## src/rtl/dec_out_reader.sv

```systemverilog
`default_nettype none
// ============================================================================
// Module      : dec_out_reader
// Description : Streams one codeword of decoded bits out of a 1-bit-wide,
//               two-bank RAM. OUT_W consecutive bits are packed LSB-first
//               (lowest address in bit 0) into one word. Each word is then
//               offered on a valid/ready output port.
// Ports       : clk, rst (async, active-high)
//               start, bank_sel       - request; bank sampled with start
//               busy, done            - status; done is a one-cycle pulse
//               ram_cs/we/rs/address  - RAM read port (we is always 0)
//               ram_data_out          - RAM read data, 1-cycle latency
//               m_data/m_valid/m_ready/m_last - packed word stream
// Revision    : 1.0 - initial release
// ============================================================================
module dec_out_reader #(
    parameter int A_WIDTH   = 8,
    parameter int RAM_DEPTH = 1 << A_WIDTH,
    parameter int OUT_W     = 8
) (
    input  logic               clk,
    input  logic               rst,
    input  logic               start,
    input  logic               bank_sel,
    output logic               busy,
    output logic               done,
    output logic               ram_cs,
    output logic               ram_we,
    output logic               ram_rs,
    output logic [A_WIDTH-1:0] ram_address,
    input  logic               ram_data_out,
    output logic [OUT_W-1:0]   m_data,
    output logic               m_valid,
    input  logic               m_ready,
    output logic               m_last
);

    localparam int c_NUM_WORDS = RAM_DEPTH / OUT_W;
    localparam int c_CNT_W     = $clog2(OUT_W + 1);
    localparam int c_WORD_W    = (c_NUM_WORDS > 1) ? $clog2(c_NUM_WORDS) : 1;

    // Fill-phase counter: value n-1 at the n-th edge after entering FILL.
    // Below c_LAST_ISSUE another address is issued; from 1 upward a bit
    // is captured; at c_CAPTURE_END the last bit is in and the word is ready.
    localparam logic [c_CNT_W-1:0]  c_LAST_ISSUE  = c_CNT_W'(OUT_W - 1);
    localparam logic [c_CNT_W-1:0]  c_CAPTURE_END = c_CNT_W'(OUT_W);
    localparam logic [c_WORD_W-1:0] c_LAST_WORD   = c_WORD_W'(c_NUM_WORDS - 1);

    typedef enum logic [1:0] {
        S_IDLE = 2'd0,
        S_FILL = 2'd1,
        S_SEND = 2'd2,
        S_DONE = 2'd3
    } state_t;

    state_t              r_state;
    logic [c_CNT_W-1:0]  r_cnt;
    logic [c_WORD_W-1:0] r_word;
    logic [OUT_W-1:0]    w_shifted;

    // New bit enters at the MSB and moves down, so after OUT_W captures
    // the bit from the lowest address sits in bit 0.
    generate
        if (OUT_W > 1) begin : g_shift_wide
            assign w_shifted = {ram_data_out, m_data[OUT_W-1:1]};
        end else begin : g_shift_one
            assign w_shifted = ram_data_out;
        end
    endgenerate

    assign ram_we = 1'b0;

    always_ff @(posedge clk or posedge rst) begin
        if (rst) begin
            r_state     <= S_IDLE;
            r_cnt       <= '0;
            r_word      <= '0;
            busy        <= 1'b0;
            done        <= 1'b0;
            ram_cs      <= 1'b0;
            ram_rs      <= 1'b0;
            ram_address <= '0;
            m_data      <= '0;
            m_valid     <= 1'b0;
            m_last      <= 1'b0;
        end else begin
            case (r_state)
                S_IDLE: begin
                    if (start) begin
                        ram_rs      <= bank_sel;
                        busy        <= 1'b1;
                        r_word      <= '0;
                        r_cnt       <= '0;
                        ram_address <= '0;
                        ram_cs      <= 1'b1;
                        r_state     <= S_FILL;
                    end
                end

                S_FILL: begin
                    if (r_cnt < c_LAST_ISSUE) begin
                        ram_address <= ram_address + A_WIDTH'(1);
                        ram_cs      <= 1'b1;
                    end else begin
                        // Final address already issued; idle for the read latency.
                        ram_cs <= 1'b0;
                    end
                    // Data for the address issued two edges ago is valid now.
                    if (r_cnt != '0) begin
                        m_data <= w_shifted;
                    end
                    if (r_cnt == c_CAPTURE_END) begin
                        m_valid <= 1'b1;
                        m_last  <= (r_word == c_LAST_WORD);
                        r_state <= S_SEND;
                    end else begin
                        r_cnt <= r_cnt + c_CNT_W'(1);
                    end
                end

                S_SEND: begin
                    if (m_ready) begin
                        m_valid <= 1'b0;
                        m_last  <= 1'b0;
                        r_word  <= r_word + c_WORD_W'(1);
                        if (r_word == c_LAST_WORD) begin
                            done    <= 1'b1;
                            r_state <= S_DONE;
                        end else begin
                            // Addresses are contiguous, so the next word
                            // starts one past the last address issued.
                            ram_address <= ram_address + A_WIDTH'(1);
                            ram_cs      <= 1'b1;
                            r_cnt       <= '0;
                            r_state     <= S_FILL;
                        end
                    end
                end

                S_DONE: begin
                    done    <= 1'b0;
                    busy    <= 1'b0;
                    ram_rs  <= 1'b0;
                    r_state <= S_IDLE;
                end

                default: r_state <= S_IDLE;
            endcase
        end
    end

endmodule
`default_nettype wire

```

## config.mk

```make
export PLATFORM = sky130hd
export DESIGN_NAME = dec_out_reader
export DESIGN_NICKNAME = d
export VERILOG_FILES = /design/src/rtl/dec_out_reader.sv
export SDC_FILE = /design/constraint.sdc
export NUM_CORES = 1
export LEC_CHECK = 0
export CORE_UTILIZATION = 55
export CTS_BUF_LIST = sky130_fd_sc_hd__clkbuf_8
export DETAILED_ROUTE_END_ITERATION = 8
export GPL_TIMING_DRIVEN = 0
export PLACE_DENSITY = 0.92
export SLEW_MARGIN = 15
export SYNTH_ARGS = -nofsm -noshare
export SYNTH_HDL_FRONTEND = slang
export SYNTH_SLANG_ARGS = --single-unit
```

## constraint.sdc

```tcl
create_clock -name clk -period 4 [get_ports clk]
set_input_delay 1.2 -clock clk [delete_from_list [all_inputs] [get_ports clk]]
set_output_delay 1.2 -clock clk [all_outputs]
set_load 0.02 [all_outputs]
```

# After elaboration in Yosys (flattened, before gate mapping)
# Index checks and enable logic that the tools add are counted.
[totals] regBits=33
[op_classes] addsub=3 order_cmp=1 n_eq_ne=12 muxes=34 n_reduce_logical=16
[ops] operator="8-bit 2-to-1 mux" count=4
[ops] operator="8-bit case mux with 3 select lines" count=1
[ops] operator="4-bit 2-to-1 mux" count=4
[ops] operator="2-bit != test (second input constant)" count=7
[ops] operator="4-bit case mux with 3 select lines" count=1
[ops] operator="3-bit AND reduction" count=4
[ops] operator="1-bit 2-to-1 mux" count=10
[ops] operator="5-bit 2-to-1 mux" count=2
[ops] operator="1-bit case mux with 2 select lines" count=5
[ops] operator="5-bit case mux with 2 select lines" count=1
[ops] operator="5-bit AND reduction" count=2
[ops] operator="8-bit by 1-bit adder with 8-bit output (second input constant)" count=1
[ops] operator="2-bit 2-to-1 mux" count=4
[ops] operator="2-bit case mux with 4 select lines" count=1
[ops] operator="2-bit nonzero test" count=4
[ops] operator="5-bit by 1-bit adder with 5-bit output (second input constant)" count=1
[ops] operator="5-bit equality test (second input constant)" count=1
[ops] operator="4-bit by 1-bit adder with 4-bit output (second input constant)" count=1
[ops] operator="2-bit equality test (second input constant)" count=2
[ops] operator="4-bit equality test (second input constant)" count=1
[ops] operator="4-bit by 3-bit less-than comparator with 1-bit output (second input constant)" count=1
[ops] operator="2-bit AND reduction" count=2
[ops] operator="4-bit AND reduction" count=1
[ops] operator="4-bit nonzero test" count=1
[ops] operator="other kinds (4)" count=4

# Longest topological paths before layout
# Gate-level depths: netlist of the first run.
[logic_depth] word_depth=4 depth_mapped=8 depth_no_buf=7

# Least setup slack after synthesis of the first run
# Ideal clock, no wire load.
[synth_path] path_type="input -> register" start="in m_ready" end="reg ram_address[4]" arrival_time_ns=2.197 t_required_ns=3.904 path_slack_ns=1.708 cell_stages=4 path_buffers=0 path_cell_list="nand2b_1 a211o_1 or3_4 o31ai_1"
[synth_between] elab_chain_cells=2
[synth_rtl] element="start: declaration" line_no="34" rtl="input logic m_ready,"
[synth_rtl] element="2-bit != test (no source line)"
[synth_rtl] element="5-bit AND reduction (no source line)"
[synth_rtl] element="end signal: assignment" line_no="102" rtl="ram_address <= ram_address + A_WIDTH'(1);"
[synth_rtl] element="end signal: assignment" line_no="132" rtl="ram_address <= ram_address + A_WIDTH'(1);"
[synth_rtl] element="end: declaration" line_no="30" rtl="output logic [A_WIDTH-1:0] ram_address,"
# No other way between the ends.
# A chain may end at the register's enable or synchronous reset.

# Final worst setup path of the first run
[layout_path] start="in start" end="reg ram_address[2]"
[layout_between] elab_chain_cells=2
[layout_rtl] element="start: declaration" line_no="23" rtl="input logic start,"
[layout_rtl] element="2-bit != test (no source line)"
[layout_rtl] element="5-bit AND reduction (no source line)"
# No other way between the ends.

==> results of run 1 <==
-- power groups by stage --
stage / clock network (mW) / registers, mW / logic (mW)
6_report: 0.251 / 0.517 / 0.789
5_1_grt: 0.270 / 0.531 / 0.871
3_3_place_gp: 0 / 0.517 / 0.763
3_5_place_dp: 0 / 0.523 / 0.783
4_1_cts: 0.252 / 0.518 / 0.788
2_1_floorplan: 0 / 0.595 / 0.440
-- through the flow --
| step | cells | util (%) |
|---|---|---|
| 2_1_floorplan | 185 | - |
| 3_5_place_dp | 256 | 69.27 |
| 6_report | 263 | 72.07 |
| 5_1_grt | 263 | 72.07 |
| 4_1_cts | 263 | 72.07 |
| 3_3_place_gp | 256 | 69.27 |
-- kinds of logic after synthesis --
logic type	after synthesis	share of synthesized area [%]
adder cells (fa/ha/maj)	10	6.925
other	1	0.2076
AND/OR/NAND/NOR	60	17.73
buffers and inverters	18	3.947
flip-flops	33	45.71
multiplexers	10	6.094
AO/OA/AOI/OAI	53	19.39
-- per-layer routing --
layer | global-route usage, % | routed length [um] | part of all wire, % | up-vias
met5 | 0 | 0 | 0 | -
met3 | 6.987 | 180 | 5.0 | 7
met4 | 10.88 | 76 | 2.1 | 0
li1 | - | - | - | 742
met2 | 34.19 | 1643 | 46 | 40
met1 | 31.95 | 1695 | 47 | 709
-- final timing paths --
check | startpoint | end | depth (start not counted)
max in group asynchronous | rst | m_data[0] | 2
max reg2reg | r_word[0] | ram_address[2] | 8
min | busy | busy | 1
min reg2reg | busy | busy | 1
min in group asynchronous | rst | m_data[6] | 2
max | start | ram_address[2] | 6
-- area by class of cell --
type | instances | area, sq um
multi-input cells | 134 | 909.6
well taps | 44 | 55.05
clock buffers | 6 | 82.58
flip-flops and latches | 33 | 825.8
clock inverters | 1 | 3.754
plain buffers | 7 | 30.03
inverters | 11 | 41.29
repair buffers | 27 | 270.3
fillers | 231 | 859.6
-- synth_stat cells (all sizes together) (2+ instances only) --
library cell	count	share of area, %
a22o	3	1.5
or4	2	0.83
nor2	4	0.83
a21oi	6	1.7
a211oi	2	0.83
nand2b	7	2.4
nand4	4	1.4
dfrtp	33	46
or3	2	0.97
o221ai	2	0.97
o211ai	2	0.83
and2	2	0.69
ha	10	6.9
o21ai	17	4.7
mux2i	2	1.1
nand3	8	2.2
nor2b	5	1.9
o31ai	8	3.3
o311ai	2	0.97
a31oi	2	0.69
inv	11	2.3
mux2	8	5.0
nor3	2	0.55
nand2	19	3.9
clkbuf	6	1.2
-- sequential cells by signal, summed over array words and instances, names as in the netlist, 2 cells and up --
name         cells
m_data           8
r_state          2
r_word           5
r_cnt            4
ram_address      8
-- worst max-delay path, delay by kind of cell --
family                 cells  cell delay (ns)
AOI/OAI and AO/OA          3             0.78
buffers and inverters      2             0.90
and+or+nand+nor            1             0.12
==> flow_metrics.tcl, run 1 <==
set metrics [dict create \
    cp-end-kind "flop" \
    place_area_sq_um 2132 \
    wire_per_inst_um 13.67 \
    synth_area_sq_um 1807 \
    viasPerCell 5.696 \
    tightestPinTransition_ns 0.6676 \
    slowest_delay_ns 0.64 \
    routabilityCongestion 0.7815 \
    final_common_cell "dfrtp_1" \
    hold_violations 0 \
    n_antenna_cell 0 \
    vias 1498 \
    rsz0062_at_grt "no" \
    setup_violations 0 \
    initial_core_util_pct 58.70 \
    relSlewSlack_pct 55.43 \
    grt.total_usage_pct 23.41 \
    maxCapViolCount 0 \
    num-nets-final 235 \
    clkPwrFrac_pct 16.1 \
    area_growth_pct 22.78 \
    finalSetupTns_ns 0 \
    switching_share_pct 41.39 \
    postCtsResizedCells 0 \
    grt_max_degree 34 \
    drt-initial-drc-count 42 \
    seqPwrFrac_pct 33.2 \
    status "completed" \
    p_leak_nw 0.9681 \
    finClkSkew_ns 0.006846 \
    drt_pass1_iterations 4 \
    crit_type "in -> reg" \
    setup_ws_ns 1.151 \
    dp_hpwl_um 2557 \
    syn_area_per_cell_sq_um 9.766 \
    post-cts-setup-buffers 0 \
    dieArea_sq_um 3518 \
    drc 0 \
    antenna_found_initial 0 \
    synth_fp_nets 201 \
    slew_violations 0 \
    drtAntennaViolNets 0 \
    drive_gt1_share_pct 8.676 \
    cts_hold_buf 0 \
    cts_sinks 33 \
    synth_seq_area_share_pct 45.71 \
    async_reset_ff_share_pct 100.0 \
    path_max_fanout 10 \
    grt_pass1_wl_um 5982 \
    finalCritPeriodShare_pct 71.21 \
    peakVddDrop_v 0.0005091 \
    io_pins 29 \
    cts_made_buffers 5 \
    die_w_um 59.32 \
    cts_tree "yes" \
    clk_path_buf_depth 2 \
    required_ns 4.16 \
    synth_cell_type_count 44 \
    io_buffers 27 \
    p_int_mw 0.9131 \
    powerDensity_nw_per_um2 702.3 \
    fin_hold_ws_ns 0.4851 \
    p_total_mw 1.558 \
    overflow 0 \
    switchingPower_mw 0.6448 \
    r2r_setup_slack_ns 1.56 \
    synth_cells 185 \
    cts_root_buf "clkbuf_8" \
    finalCriticalPeriod_ns 2.849 \
    max_freq_ghz 0.3511 \
    drt_wl_total_um 3596 \
    coreArea_sq_um 3078 \
    crit_chain "clkdlybuf4s50_1 -> nor2b_2 -> a211o_1 -> clkbuf_1 -> o21ai_0 -> o211ai_1" \
    cp_slowest_cell "clkdlybuf4s50_1" \
    post-place-ws_ns 0.9113 \
    mostFrequentLayoutCells "dfrtp_1 (33), clkdlybuf4s50_1 (27), nand2_1 (19)" \
    yosysWarnings 0 \
    p_comb_share_pct 50.6 \
    synth-seq-cells 33 \
    htree_num_levels 2 \
    ys_dominant_reg_cell "dfrtp_1" \
    die_h_um 59.32 \
    synth_edf_count 0 \
    crit_path_start_kind "input port" \
    rows 20 \
    clkTransAtPathRegs_ns 0.07 \
    min_path_type "reg -> reg" \
    grt_pass1_vias 1340 \
    clkLatencyLatePin_ns 0.29 \
    fin_area_sq_um 2218 \
    arrival_ns 3.00 \
]
Power figures use the tool's default switching activity.
==> run 2: changes to the inputs <==
- CORE_UTILIZATION: 55 -> 50
- PLACE_DENSITY: 0.92 -> 0.88
- clock period: 4 -> 2.35 ns (I/O delays scaled with it)
==> flow_metrics.tcl, run 2 (synthesis gave the netlist of run 1 again) <==
set metrics [dict create \
    finClkSkew_ns 0.002727 \
    path_max_fanout 8 \
    grt_pass1_wl_um 5947 \
    crit_type "in -> reg" \
    clkTransAtPathRegs_ns 0.07 \
    arrival_ns 2.45 \
    setup.worst_path.start "start" \
    initial_core_util_pct 53.30 \
    grt.total_usage_pct 19.98 \
    rsz0062_at_grt "yes" \
    grt-busiest-layer "met2" \
    n_antenna_cell 0 \
    maxCapViolCount 0 \
    vias 1535 \
    grt_pass1_vias 1309 \
    slowest_delay_ns 0.64 \
    clkLatencyLatePin_ns 0.29 \
    clk_path_buf_depth 2 \
    cp_top_family "buffers and inverters" \
    overflow 0 \
    min_path_type "reg -> reg" \
    drt_pass1_iterations 4 \
    grt_max_degree 34 \
    max_freq_ghz 0.4437 \
    reg2reg_depth 7 \
    largest_registers "m_data: 8 flops, ram_address: 8 flops, r_word: 5 flops" \
    cp_slowest_cell "clkdlybuf4s50_1" \
    path_depth 5 \
    reg2reg_from "r_word[0]" \
    coreArea_sq_um 3390 \
    place_area_sq_um 2135 \
    fin_area_sq_um 2241 \
    cts_sinks 33 \
    drc 0 \
    utilization_pct 66.11 \
    mostFrequentLayoutCells "dfrtp_1 (33), clkdlybuf4s50_1 (27), nand2_1 (19)" \
    cp_num_buf_inv 1 \
    cts_tree "yes" \
    dp_hpwl_um 2452 \
    use_met2_pct 30.22 \
    rows 21 \
    routabilityCongestion 0.8220 \
    crit_path_start_kind "input port" \
    peakVddDrop_v 0.0006357 \
    status "completed" \
    fin_hold_ws_ns 0.4849 \
    slew_violations 0 \
    wire_per_inst_um 13.16 \
    grt_use_met1_pct 25.82 \
    finalSetupTns_ns 0 \
    relSlewSlack_pct 55.32 \
    p_comb_share_pct 51.7 \
    finalCriticalPeriod_ns 2.254 \
    seqPwrFrac_pct 33.1 \
    crit_chain "clkdlybuf4s50_1 -> nor2b_2 -> a211o_1 -> or3_4 -> o31ai_1" \
    area_growth_pct 24.03 \
    die_w_um 62.11 \
    setup_violations 0 \
    required_ns 2.54 \
    p_int_mw 1.550 \
    powerDensity_nw_per_um2 1182 \
    tightestPinTransition_ns 0.6692 \
    viasPerCell 5.728 \
    finalCritPeriodShare_pct 95.91 \
    dieArea_sq_um 3858 \
    drt_wl_total_um 3526 \
    cp-end-kind "flop" \
    critPathCapture "ram_address[3]" \
    switching_share_pct 41.47 \
    drt-initial-drc-count 31 \
    cts_root_buf "clkbuf_8" \
    hold_start "ram_address[7]" \
    r2r_end "ram_address[3]" \
    drive_gt1_share_pct 11.26 \
    io_pins 29 \
    cts_made_buffers 5 \
    io_buffers 27 \
    hold_violations 0 \
    switchingPower_mw 1.098 \
    clkPwrFrac_pct 15.2 \
    num-nets-final 237 \
    r2r_setup_slack_ns 0.1 \
    grt_use_met3_pct 4.412 \
    antenna_found_initial 0 \
    drtAntennaViolNets 0 \
    final_common_cell "dfrtp_1" \
    p_leak_nw 0.9812 \
    htree_num_levels 2 \
    die_h_um 62.11 \
]
## run 2: cell count changes in the layout (fill, tap and decap cells not counted)
cell / before / now
clkbuf_8: 6 / 5
buf_2: 0 / 1
ha_1: 10 / 9
clkinv_2: 0 / 2
buf_4: 1 / 3
o31ai_1: 8 / 7
ha_2: 0 / 1
clkbuf_1: 6 / 5
o31ai_2: 0 / 1
## run 2: metal layers
layer / up-vias / wire, um
li1: 750 / -
met1: 731 / 1683
met2: 46 / 1607
met3: 8 / 133
met4: 0 / 102
met5: - / 0
## run 2: what timing repair did
item                                    in CTS  in global routing
resized for setup                            1                  3
endpoints found under the setup margin       1                  9
hold buffers                                 0                  0
setup buffers                                0                  2
gates cloned                                 0                  0
pin swaps                                    1                  1
## run 2: through the flow
stage / instances / setup slack (ns) / power [mW]
after floorplan: 185 / 0.1671 / 1.762
after global placement: 258 / -0.2382 / 2.175
after detailed placement: 258 / -0.2377 / 2.205
after CTS: 266 / 0.03575 / 2.631
after global routing: 268 / -0.008420 / 2.859
final: 268 / 0.09607 / 2.648
## run 2: power groups by stage
stage / combinational [mW] / clock (mW) / sequential (mW)
3_5_place_dp: 1.32 / 0 / 0.888
4_1_cts: 1.33 / 0.421 / 0.877
6_report: 1.37 / 0.402 / 0.877
5_1_grt: 1.51 / 0.440 / 0.905
2_1_floorplan: 0.749 / 0 / 1.01
3_3_place_gp: 1.29 / 0 / 0.880
## run 2: how the worst min path moves through the flow
stage                                 to  slack (ns)  cells past startpoint
final                     ram_address[7]        0.48                      1
after global routing                busy        0.50                      1
after CTS                 ram_address[7]        0.49                      1
after detailed placement            busy        0.46                      1
after global placement            ram_cs        0.47                      2
after floorplan                 r_cnt[2]        0.50                      1
## run 2: area by class of cell
type	count	area [sq um]
clock buffers	5	68.82
well taps	46	57.56
multi-input cells	134	917.1
fillers	272	1149
clock inverters	3	13.76
flip-flops and latches	33	825.8
plain buffers	7	31.28
repair buffers	29	285.3
inverters	11	41.29
